### src/rtl/frame_sync_defs.sv
// Shared frame-sync definitions: state encodings and period/width helpers
// used by the synchronizer and neighbouring blocks in the chain.
package frame_sync_defs;

    typedef enum logic [1:0] {
        HUNT   = 2'd0,
        VERIFY = 2'd1,
        LOCK   = 2'd2
    } fs_state_e;

    localparam int DEF_PREAMBLE_LEN = 8;
    localparam int DEF_FRAME_LEN    = 64;

    function automatic int frame_period(input int preamble_len, input int frame_len);
        return preamble_len + frame_len;
    endfunction

    // $clog2 clamped to at least one bit so degenerate counts still get a flop
    function automatic int min1_clog2(input int n);
        return (n <= 2) ? 1 : $clog2(n);
    endfunction

endpackage

### src/rtl/bit_delay_line.sv
// Enable-gated serial delay line; tap is the bit shifted in DEPTH enables ago.
module bit_delay_line #(
    parameter int DEPTH = 6
) (
    input  logic clk,
    input  logic rst,
    input  logic en,
    input  logic din,
    output logic tap
);

    logic [DEPTH-1:0] sr_q, sr_d;

    always_comb begin
        sr_d = sr_q;
        if (en) begin
            sr_d[0] = din;
            for (int i = 1; i < DEPTH; i++) sr_d[i] = sr_q[i-1];
        end
    end

    always_ff @(posedge clk) begin
        if (rst) sr_q <= '0;
        else     sr_q <= sr_d;
    end

    assign tap = sr_q[DEPTH-1];

endmodule

### src/rtl/frame_sync_fsm.sv
// HUNT/VERIFY/LOCK frame synchronizer with flywheel tolerance of missed
// preambles; forwards only payload bits, marking each frame start.
module frame_sync_fsm
    import frame_sync_defs::*;
#(
    parameter int PREAMBLE_LEN = DEF_PREAMBLE_LEN,
    parameter int FRAME_LEN    = DEF_FRAME_LEN,
    parameter int DATA_DELAY   = 6,
    parameter int VERIFY_CNT   = 2,
    parameter int MISS_CNT     = 3
) (
    input  logic CLK,
    input  logic RESET,
    input  logic DATA_IN,
    input  logic DATA_IN_VALID,
    input  logic DETECT_IN,
    input  logic DETECT_IN_VALID,
    output logic DATA_OUT,
    output logic DATA_OUT_VALID,
    output logic FRAME_START,
    output logic LOCKED
);

    localparam int P  = frame_period(PREAMBLE_LEN, FRAME_LEN);
    localparam int PW = min1_clog2(P);
    localparam int HW = min1_clog2(VERIFY_CNT + 1);
    localparam int MW = min1_clog2(MISS_CNT + 1);

    fs_state_e       state_q, state_d;
    logic [PW-1:0]   pos_q, pos_d, pos_next;
    logic [HW-1:0]   hit_q, hit_d, hit_inc;
    logic [MW-1:0]   miss_q, miss_d, miss_inc;
    logic            dout_q, dout_d;
    logic            dov_q, dov_d;
    logic            fs_q, fs_d;
    logic            lock_q, lock_d;
    logic            tap, at_zero, emit;

    bit_delay_line #(.DEPTH(DATA_DELAY)) u_dly (
        .clk (CLK),
        .rst (RESET),
        .en  (DATA_IN_VALID),
        .din (DATA_IN),
        .tap (tap)
    );

    assign at_zero  = (pos_q == '0);
    assign pos_next = (pos_q == PW'(P-1)) ? '0 : pos_q + PW'(1);
    assign hit_inc  = hit_q + HW'(1);
    assign miss_inc = miss_q + MW'(1);

    always_comb begin
        state_d = state_q;
        pos_d   = pos_q;
        hit_d   = hit_q;
        miss_d  = miss_q;
        lock_d  = lock_q;
        emit    = 1'b0;
        dout_d  = 1'b0;
        dov_d   = 1'b0;
        fs_d    = 1'b0;
        if (DETECT_IN_VALID) begin
            pos_d = pos_next;
            unique case (state_q)
                // pos is held at 0 while hunting, so a hit makes this sample index 0
                HUNT: begin
                    if (DETECT_IN) begin
                        hit_d = HW'(1);
                        if (VERIFY_CNT == 1) begin
                            state_d = LOCK;
                            miss_d  = '0;
                            emit    = 1'b1;
                        end else begin
                            state_d = VERIFY;
                        end
                    end else begin
                        pos_d = '0;
                    end
                end
                VERIFY: begin
                    if (at_zero) begin
                        if (!DETECT_IN) begin
                            state_d = HUNT;
                            pos_d   = '0;
                            hit_d   = '0;
                        end else if (hit_inc == HW'(VERIFY_CNT)) begin
                            state_d = LOCK;
                            miss_d  = '0;
                            emit    = 1'b1;
                        end else begin
                            hit_d = hit_inc;
                        end
                    end
                end
                LOCK: begin
                    if (!at_zero) begin
                        emit = (pos_q < PW'(FRAME_LEN));
                    end else if (DETECT_IN) begin
                        miss_d = '0;
                        emit   = 1'b1;
                    end else if (miss_inc == MW'(MISS_CNT)) begin
                        state_d = HUNT;
                        pos_d   = '0;
                        hit_d   = '0;
                        miss_d  = '0;
                    end else begin
                        miss_d = miss_inc;
                        emit   = 1'b1;
                    end
                end
                default: begin
                    state_d = HUNT;
                    pos_d   = '0;
                    hit_d   = '0;
                    miss_d  = '0;
                end
            endcase
            dov_d  = emit;
            dout_d = emit & tap;
            fs_d   = emit & at_zero;
            lock_d = (state_d == LOCK);
        end
    end

    always_ff @(posedge CLK) begin
        if (RESET) begin
            state_q <= HUNT;
            pos_q   <= '0;
            hit_q   <= '0;
            miss_q  <= '0;
            dout_q  <= 1'b0;
            dov_q   <= 1'b0;
            fs_q    <= 1'b0;
            lock_q  <= 1'b0;
        end else begin
            state_q <= state_d;
            pos_q   <= pos_d;
            hit_q   <= hit_d;
            miss_q  <= miss_d;
            dout_q  <= dout_d;
            dov_q   <= dov_d;
            fs_q    <= fs_d;
            lock_q  <= lock_d;
        end
    end

    assign DATA_OUT       = dout_q;
    assign DATA_OUT_VALID = dov_q;
    assign FRAME_START    = fs_q;
    assign LOCKED         = lock_q;

endmodule

### config.mk
export PLATFORM = sky130hd
export DESIGN_NAME = frame_sync_fsm
export DESIGN_NICKNAME = d
export VERILOG_FILES = /design/src/rtl/frame_sync_defs.sv /design/src/rtl/bit_delay_line.sv /design/src/rtl/frame_sync_fsm.sv
export SDC_FILE = /design/constraint.sdc
export NUM_CORES = 1
export LEC_CHECK = 0
export CELL_PAD_IN_SITES_DETAIL_PLACEMENT = 0
export CELL_PAD_IN_SITES_GLOBAL_PLACEMENT = 1
export CORE_MARGIN = 4
export CORE_UTILIZATION = 43
export CTS_CLUSTER_DIAMETER = 60
export DETAILED_ROUTE_END_ITERATION = 10
export GPL_TIMING_DRIVEN = 0
export MAX_ROUTING_LAYER = met4
export PLACE_DENSITY_LB_ADDON = 0.1
export SYNTH_ARGS = -nofsm -noshare
export SYNTH_HDL_FRONTEND = slang
export SYNTH_SLANG_ARGS = --single-unit
export TNS_END_PERCENT = 50
### constraint.sdc
create_clock -name CLK -period 2.17 [get_ports CLK]
set_input_delay 0.3255 -clock CLK [delete_from_list [all_inputs] [get_ports CLK]]
set_output_delay 0.3255 -clock CLK [all_outputs]
set_load 0.005 [all_outputs]
Word-level counts from Yosys, hierarchy flattened. Cells that the tools add are included.

$lt $le $gt $ge: 1. Equal/unequal tests: 14. Add/subtract/negate cells: 3. Reductions and logical operators: 5. Bitwise logic cells: 4. Mux-type cells: 39.

Operators by type and width (number): 2-bit 2-to-1 mux (21); 7-bit 2-to-1 mux (6); 7-bit one-hot mux with 3 select lines (1); 2-bit one-hot mux with 3 select lines (3); 2-bit inequality test, second input constant (7); 2-bit == test, second input constant (4); 7-bit by 1-bit adder with 7-bit output, second input constant (1); 7-bit == test, second input constant (1); 7-bit logical NOT (1); 7-bit < comparator, second input constant (1); 1-bit 2-to-1 mux (7); 7-bit AND reduction (1); 6-bit AND reduction (1); 2-bit by 1-bit adder with 2-bit output, second input constant (2); 3-bit inequality test, second input constant (1); 1-bit AND (2); 2-bit by 1-bit == test with 1-bit output, second input constant (1); 2-bit logical NOT (1); 1-bit NOT (2); 1-bit one-hot mux with 2 select lines (1); 2-bit OR reduction (1).

Word-level logic and storage cells: 75. Output and inout port bits: 4. Input bits: 6. Flip-flop bits (word level): 23.

Logic depth before layout (Yosys ltp). Gate-level depths: netlist (run 1).

Word-level depth: 8. Gate-level depth with buffers: 9. Gate-level depth less buffers: 7.

Modules after synthesis. Synthesis (run 1) repeated with hierarchy kept, for this count alone.

Cells, all modules: 140. Area, all modules: 1252.5 um2.

By module, submodules not included: frame_sync_fsm (times used 1, area each 1038.5 um2, cells an instance 121); bit_delay_line (times used 1, area each 214.0 um2, cells an instance 19).

Worst setup path before layout (run 1). No wires, ideal clock.

Path type: reg2reg. From: register pos_q[0]. To: register lock_q, in the netlist LOCKED. Stages on the path, launching flop included: 9. Required time: 2.104 ns. Slack: 0.228 ns. Period minus slack after synthesis: 1.942 ns. Arrival: 1.876 ns. Buffers on the path: 1. Cells stage by stage: dfxtp_1 -> inv_1 -> ha_1 -> or3b_1 -> buf_6 -> o31a_1 -> a311o_1 -> o21bai_1 -> a21oi_2.

Longest elaborated chain between the ends: 5. Elaborated cells between the ends (all ways): 6.

Ends and longest elaborated chain: from (decl) (line frame_sync_fsm.sv:30) `logic [PW-1:0] pos_q, pos_d, pos_next;`; from (signal assigned) (line frame_sync_fsm.sv:137) `pos_q <= pos_d;`; 7-bit logical NOT (*) (line frame_sync_fsm.sv:47) `assign at_zero = (pos_q == '0);`; 2-bit 2-to-1 mux, on equally long branches (line frame_sync_fsm.sv:96, frame_sync_fsm.sv:81); 2-bit one-hot mux with 3 select lines (*) (line frame_sync_fsm.sv:64) `unique case (state_q)`; 2-bit 2-to-1 mux (*) (line frame_sync_fsm.sv:62) `if (DETECT_IN_VALID) begin`; 2-bit == test (*) (line frame_sync_fsm.sv:121) `lock_d = (state_d == LOCK);`; to (signal assigned) (line frame_sync_fsm.sv:143) `lock_q <= lock_d;`; to (decl) (line frame_sync_fsm.sv:36) `logic lock_q, lock_d;`.

Every way passes the cells marked *; elsewhere a longest branch is shown, timed or not. The select of a mux whose other input is x is not followed. A chain may end at the register's enable or synchronous reset.

Final worst setup path (run 1).
From: register pos_q[1]. To: register lock_q, in the netlist LOCKED.

The elaborated chain is that of the path after synthesis.

==> results of run 1 <==
[kinds of logic (layout without fill, tap and decap cells)]
family	count (synthesis)	in the layout	synth area share
adders and majority gates	7	7	0.0670
and+or+nand+nor	63	63	0.262
AOI/OAI and AO/OA	34	34	0.191
DFF	23	23	0.352
buffers and inverters	15	28	0.0737
muxes	7	7	0.0536
[repair_timing]
item / CTS / global route
resized for setup: 0 / 7
buffers inserted: 0 / 2
endpoints found under the setup margin: 0 / 14
[through the flow]
stage                     power [mW]  hold slack, ps  instances
after floorplan                0.523             426        149
after global placement         0.547             453        187
after detailed placement       0.550             471        187
after CTS                      0.757             341        191
after global routing           0.796             369        193
final                          0.750             353        193
[power groups by stage]
stage          sequential [mW]  combinational [mW]  clock [mW]
3_5_place_dp             0.445               0.104           0
3_3_place_gp             0.445               0.103           0
6_report                 0.435               0.111       0.204
5_1_grt                  0.437               0.123       0.236
4_1_cts                  0.436               0.105       0.216
2_1_floorplan            0.443              0.0793           0
[worst paths after layout]
path                            slack [ps]                     end  depth (start not counted)                  startpoint
worst max-delay path                   150     LOCKED$_SDFFE_PP0P_                          8       pos_q[1]$_SDFFE_PP0P_
worst min-delay path                   350  miss_q[0]$_SDFFE_PP0P_                          4                   DETECT_IN
worst max register to register         150     LOCKED$_SDFFE_PP0P_                          8       pos_q[1]$_SDFFE_PP0P_
worst min register to register         500     DATA_OUT$_SDFF_PP0_                          1  u_dly.sr_q[5]$_SDFFE_PP0P_
[layout make-up]
cell class	instances	area, um^2	area share
Sequential cell	23	463	0.314
Timing Repair Buffer	9	85.1	0.0577
Inverter	6	22.5	0.0153
Tap cell	31	38.8	0.0263
Multi-Input combinational cell	111	762	0.517
Clock buffer	3	22.5	0.0153
Clock inverter	1	5.00	0.00340
Buffer	9	75.1	0.0509
[sequential cells by signal (all words and copies together), names as in the netlist]
register and count:
pos_q 7, u_dly.sr_q 6, hit_q 2, miss_q 2, state_q 2, DATA_OUT 1
DATA_OUT_VALID 1, FRAME_START 1, LOCKED 1
[layout by cell type (no fill, tap or decap), types with 2 or more instances in the layout]
cell type	n
a21oi_1	9
a21oi_2	2
a311oi_1	2
a31oi_1	3
and2_1	3
buf_4	4
buf_6	3
clkbuf_1	2
clkbuf_4	3
clkdlybuf4s50_1	7
dfxtp_1	21
dfxtp_2	2
ha_1	6
inv_1	5
mux2i_1	7
nand2_1	4
nand2b_1	5
nand3_1	8
nand4_1	2
nor2_1	22
nor2b_1	3
o21ai_0	2
o31ai_1	2
or2b_2	2
[worst max-delay path, delay by kind of cell, from the launching register on]
family                   cells  cell delay (ps)
AO/OA/AOI/OAI                4              910
AND/OR/NAND/NOR              1              350
flip-flops                   1              340
buffers and inverters        2              240
adder cells (fa/ha/maj)      1              140
[routing by layer]
layer,GRT usage,routed length (um),share of wire,up-vias
met5,-,0,0,-
met4,0.0441,26,0.010,0
met3,0.0231,123,0.047,4
met2,0.220,1220,0.47,23
met1,0.183,1230,0.47,503
li1,-,-,-,553
==> impl_metrics.yaml, run 1 <==
run_status:
  status: "complete, no violations"
placement:
  place_area_um2: 1420
  dp_slack_ps: -186
  dp_hpwl_um: 1910
  port_buffers: 7
  gp_congestion: 0.799
die:
  fp.coreArea_um2: 2830
  die_h_um: 63.1
  initial_core_util: 0.462
  die_x_um: 63.1
  row_count: 19
  dieArea_um2: 3980
  io_pins: 10
worst_setup_path:
  cp-start-kind: "register"
  critPathArrivalTime_ps: 2290
  worstPathMaxFanout: 7
  path_class: "reg -> reg"
  required_ps: 2440
  crit_path_cell_trace: "inv_1 > ha_4 > or3b_1 > buf_6 > o31a_1 > a311o_1 > o21bai_1 > a21oi_2"
  cp-end-kind: "register"
  cpPeakStageDelay_ps: 350
  crit_path_top_delay_cell: "or3b_1"
cts:
  cts.sinks: 23
  cts_tree: "built"
  numCtsBuffers: 3
  cts.htree.levels: 1
  ctsHoldBuffers: 0
  clkTransAtPathRegs_ps: 140
  ctsLongestPathBuffers: 2
  insertion_delay_ps: 320
  root_buffer: "clkbuf_4"
timing:
  slew_violations: 0
  grt_setup_unrepaired: "false"
  setup_tns_ps: 0
  fmax_mhz: 494
  fin_crit_ps: 2020
  setup_viol: 0
  timing.final.crit_share: 0.932
  worstMarginPinSlew_ps: 492
  clock_skew_ps: 11.2
  slew-limit-headroom: 0.672
  worst_slack_ps: 147
  finalHoldViolCount: 0
global_route:
  grt_pass1_wl_um: 4440
  antenna_found_initial: 0
  grt_pass1_vias: 969
  grt_max_degree: 14
  grt_overflow: 0
  globalRouteTotalUtil: 0.140
detailed_routing:
  antenna_left: 0
  vias: 1083
  drt_iter0_markers: 35
  first_pass_iters: 4
  drc: 0
  viasPerCell: 5.61
  wl_um: 2600
  wl_per_cell_um: 13.5
final_layout:
  fillCellCount: 276
  drive_gt1_frac: 0.167
  final_util: 0.521
  diodes: 0
  nets: 176
  design_area_um2: 1470
  synthToLayoutAreaGrowth_pct: 12.8
synth:
  ys_ff_latch: 23
  ys_seq_area_frac: 0.352
  synth_flop_cell: "dfxtp_1"
  synthDominantCellAreaShare: 0.352
  synth_cell_type_count: 50
  synth_common_cells: "23 x dfxtp_1, 22 x nor2_1, 9 x a21oi_1"
  syn-cell-area_um2: 1310
  synthArstFlopShare: 0
  synth_edf_count: 0
  synthTopCellsByArea: "dfxtp_1 35%, ha_1 6.7%, nor2_1 6.3%"
  yosysTopAreaCell: "dfxtp_1"
  synth_nets: 162
  yosysWarnings: 0
  syn_avg_cell_area_um2: 8.77
  syn_inst: 149
  synth_most_common_cell: "dfxtp_1"
power_and_ir_drop:
  power_frac_clock: 0.272
  intPower_mw: 0.549
  leakage_nw: 0.571
  p_sw_mw: 0.200
  power_frac_seq: 0.581
  vdd_drop_max_uv: 275
  switching_share: 0.267
  combinationalPowerShare: 0.147
  power.density_nw_per_um2: 509
min_path:
  hp-class: "in -> reg"
flow_run:
  drv_cap: 0
(Power assumes the default switching activity.)
==> run 2, diff against run 1 <==
--- a/config.mk
+++ b/config.mk
@@ -12,6 +12,7 @@
 export CTS_CLUSTER_DIAMETER = 60
 export DETAILED_ROUTE_END_ITERATION = 10
 export GPL_TIMING_DRIVEN = 0
+export HOLD_SLACK_MARGIN = 0.12
 export MAX_ROUTING_LAYER = met4
 export PLACE_DENSITY_LB_ADDON = 0.1
 export SYNTH_ARGS = -nofsm -noshare
==> results of run 2 <==
The final DEF is identical to that of run 1; final timing and power are the same.
==> run 3, diff against run 2 <==
--- a/config.mk
+++ b/config.mk
@@ -10,6 +10,7 @@
 export CORE_MARGIN = 4
 export CORE_UTILIZATION = 43
 export CTS_CLUSTER_DIAMETER = 60
+export CTS_CLUSTER_SIZE = 28
 export DETAILED_ROUTE_END_ITERATION = 10
 export GPL_TIMING_DRIVEN = 0
 export HOLD_SLACK_MARGIN = 0.12
==> results of run 3 <==
The final DEF is identical to that of run 1; final timing and power are the same.
==> patch 1: new RTL, config.mk and constraints of run 3 <==
The package constant `DEF_PREAMBLE_LEN` goes from 8 to 4.
--- a/src/rtl/frame_sync_defs.sv
+++ b/src/rtl/frame_sync_defs.sv
@@ -9,5 +9,5 @@
     } fs_state_e;
 
-    localparam int DEF_PREAMBLE_LEN = 8;
+    localparam int DEF_PREAMBLE_LEN = 4;
     localparam int DEF_FRAME_LEN    = 64;
 
Behaviour: same outputs for any inputs over 10 cycles, from zero or initial values and one cycle with RESET high; that may be too few to reach the edited logic, so the function may still have changed.
==> patch 1 against run 3 <==
- hold slack better by 0.11 ns
- synthesized cell count is 7.4% lower
- power is 0.25% lower
- wire length is 5.0% lower
- cell area is 7.1% lower
- die area is 5.6% lower
- sequential share of layout area is 2.2 points higher
- sequential cell count stayed put
- first-iteration DRC count is 110% higher
- setup slack better by 0.10 ns
- synthesized area is 6.4% lower
- via count is 7.8% lower
- largest cell class unchanged
- largest power group unchanged
==> patch 1: results (changes against run 3) <==
area of the multi-input gates: 712 um2 (-6.6%)
Area contributors post-synth: dfxtp_1 38%, mux2i_1 7.4%, ha_1 7.2%
grt met1 use: 21.1% (+2.7 points)
post-synth cell types: 41 (-18%)
startpoint types: register
Non-clk invs: 9 (+3)
met2 wire len: 1.13 mm (-7.1%)
Max Clk Rate: 520 MHz (+5.3%)
via count of the first global-routing pass: 942 (-2.8%)
peak supply drop: 0.407 mV (+48%)
Buffers, non-clock: 12 (-6)
core area: 2730 um2 (-3.4%)
CP endpoint: pos_q[5]$_SDFFE_PP0P_
Synth Area in Compound Gates: 16.7% (-2.4 points)
Post-Route M1 WL: 1.21 mm (-1.8%)
xor/xnor share of the synthesized area: 0.716% (+0.72 points)
dpl cells: 177 (-5.3%)
mux cell area share after synthesis: 7.37% (+2.0 points)
vias per std cell: 5.51 (-1.7%)
Starting DRT DRC Count: 73 (+110%)
hold crit path type: register to register
share of layout cells above drive strength 1: 8.67% (-8.0 points)
Synth Area in Adders: 7.16% (+0.46 points)
FILL cells: 266 (-3.6%)
WL/cell: 13.6 um (+1.3%)
RD Place Congestion: 0.862 (+7.8%)
Crit Path Max Fanout: 6 (-1)
outcome: completed
r2r startpoint: state_q[0]$_SDFFE_PP0P_
most frequent cells after synthesis: 23 x dfxtp_1, 19 x nor2_1, 12 x nand2_1
pre-CTS setup slack: 0.151 ns (+0.337 ns)
Hold Startpoint: hit_q[1]$_SDFFE_PP0P_
Storage cell area: 460 um2 (-0.54%)
final net count: 164 (-6.8%)
clock network area share: 2.01% (+0.14 points)
Min-Delay Path Depth: 2 (-2)
met3 Use GR: 3.14% (+0.84 points)
post-synthesis sequential area ratio: 37.7% (+2.4 points)
Seq Cell Count: 23 (unchanged)
P_sw: 0.203 mW (+1.4%)
Layout Skew: 0.00817 ns (-0.00304 ns)
Critical Path AT: 2.17 ns (-0.12 ns)
FF-to-FF path depth: 7 (-1)
gr usage total: 15.6% (+1.6 points)
Leakage: 0.531 nW (-7.0%)
multi-input gates: 102 (-8.1%)
first-pass GRT wire length: 4.25 mm (-4.2%)
Area after DPL: 1340 um2 (-5.2%)
syn nets: 151 (-6.8%)
worst hold path endpoint: hit_q[1]$_SDFFE_PP0P_
GR Layer Usage met2: 23.3% (+1.3 points)
Non-clock buffer share: 7.04% (-3.8 points)
area growth from synthesis to layout: 12.0%
Slew HR: 60.8% (-6.4 points)
-- patch 1: cell types whose count changed in the layout (fill, tap and decap cells not counted), sizes merged, moves of 4 or more --
cell | before | now
nand2 | 4 | 12
nor2 | 23 | 19
buf | 7 | 2
nand2b | 5 | 1
a21oi | 11 | 5
-- patch 1: power groups by stage --
stage | registers (mW) | logic (mW) | clock network, mW
after floorplan | 0.450 | 0.0765 | 0
after global placement | 0.452 | 0.103 | 0
after detailed placement | 0.452 | 0.103 | 0
after CTS | 0.443 | 0.104 | 0.218
after global routing | 0.445 | 0.118 | 0.234
final | 0.443 | 0.104 | 0.201
-- patch 1: worst max-delay path, stage by stage (launching register included) --
cell and delay, ns:
dfxtp_1 0.36, inv_1 0.13, ha_1 0.29, nor2_1 0.11, a21o_4 0.23, a311oi_2 0.44, nand3_1 0.14, a31oi_1 0.17
==> patch 2: new RTL, flow settings as in run 3 <==
Made on the original files. Put one more register stage on the output `LOCKED`, with the module's reset. The value now appears one clock later. The other outputs are not delayed to match.
--- a/src/rtl/frame_sync_fsm.sv
+++ b/src/rtl/frame_sync_fsm.sv
@@ -148,5 +148,11 @@
     assign DATA_OUT_VALID = dov_q;
     assign FRAME_START    = fs_q;
-    assign LOCKED         = lock_q;
+    always_ff @(posedge CLK) begin
+        if (RESET) begin
+            LOCKED <= '0;
+        end else begin
+            LOCKED <= lock_q;
+        end
+    end
 
 endmodule
Check against the original RTL: same outputs for any inputs over 10 cycles, from zero or initial values and one cycle with RESET high; that may be too few to reach the edited logic, so the function may still have changed.
==> patch 2 against run 3 <==
- sequential cell count grew 1
- wire length grew 7.2%
- largest power group unchanged
- count of clock-buffer cells in the layout is the same
- setup slack lost 0.053 ns
- clock power grew 61%
- synthesized cell count grew 3.4%
- fmax shrank 2.5%
- synthesized area shrank 1.3%
- non-clock buffer count shrank 4
- power grew 18%
- cell area is the same
- final cell count grew 1.6%
==> patch 2: results (changes against run 3) <==
Non-clock buffer share: 6.79% (-4.1 points)
post-synthesis sequential area ratio: 37.3% (+2.0 points)
gr usage total: 15.6% (+1.7 points)
share of layout cells above drive strength 1: 10.3% (-6.4 points)
final net count: 179 (+1.7%)
Mean Syn Cell Area: 8.37 um2 (-4.5%)
DP HPWL: 2.01 mm (+5.4%)
FILL cells: 282 (+2.2%)
RD Place Congestion: 0.842 (+5.4%)
outcome: completed
area growth from synthesis to layout: 14.4%
Critical Path AT: 2.32 ns (+0.03 ns)
Leakage: 0.550 nW (-3.7%)
clk sinks: 24 (+4.3%)
Area contributors post-synth: dfxtp_1 37%, ha_1 6.8%, nor2_1 6.4%
Synth Area in Compound Gates: 18.0% (-1.1 points)
mux cell area share after synthesis: 5.44% (+0.073 points)
syn nets: 167 (+3.1%)
Slew HR: 59.9% (-7.3 points)
Largest delay share family, worst path: simple AND/OR/NAND/NOR gates
r2r startpoint: pos_q[0]$_SDFFE_PP0P_
WL/cell: 14.2 um (+5.5%)
Crit Path Max Fanout: 5 (-2)
Buffers, non-clock: 14 (-4)
vias per std cell: 5.65 (+0.65%)
[patch 2: changes by cell type after synthesis, moves of 3 or more]
cell | before | now
nand2_1 | 4 | 7
o21ai_1 | 1 | 4
buf_6 | 3 | 0
nor2b_1 | 3 | 6
buf_2 | 0 | 3
[patch 2: where the power goes]
part	internal (mW)	total, mW	switching (mW)
logic	0.0418	0.102	0.0600
registers	0.448	0.454	0.00578
clock network	0.187	0.329	0.142
[patch 2: path summary, 6_finish.rpt]
path,depth (start not counted),slack (ns),endpoint
worst max-delay path,7,0.09,lock_q$_SDFFE_PP0P_
worst max register to register,7,0.09,lock_q$_SDFFE_PP0P_
worst min register to register,1,0.47,LOCKED$_SDFF_PP0_
worst min-delay path,4,0.41,miss_q[0]$_SDFFE_PP0P_
[patch 2: per-layer routing]
| layer | wire, um | GRT usage, % |
|---|---|---|
| met1 | 1370 | 20.6 |
| met2 | 1300 | 23.6 |
| met3 | 75 | 3.42 |
| met4 | 40 | 5.51 |
| met5 | 0 | - |
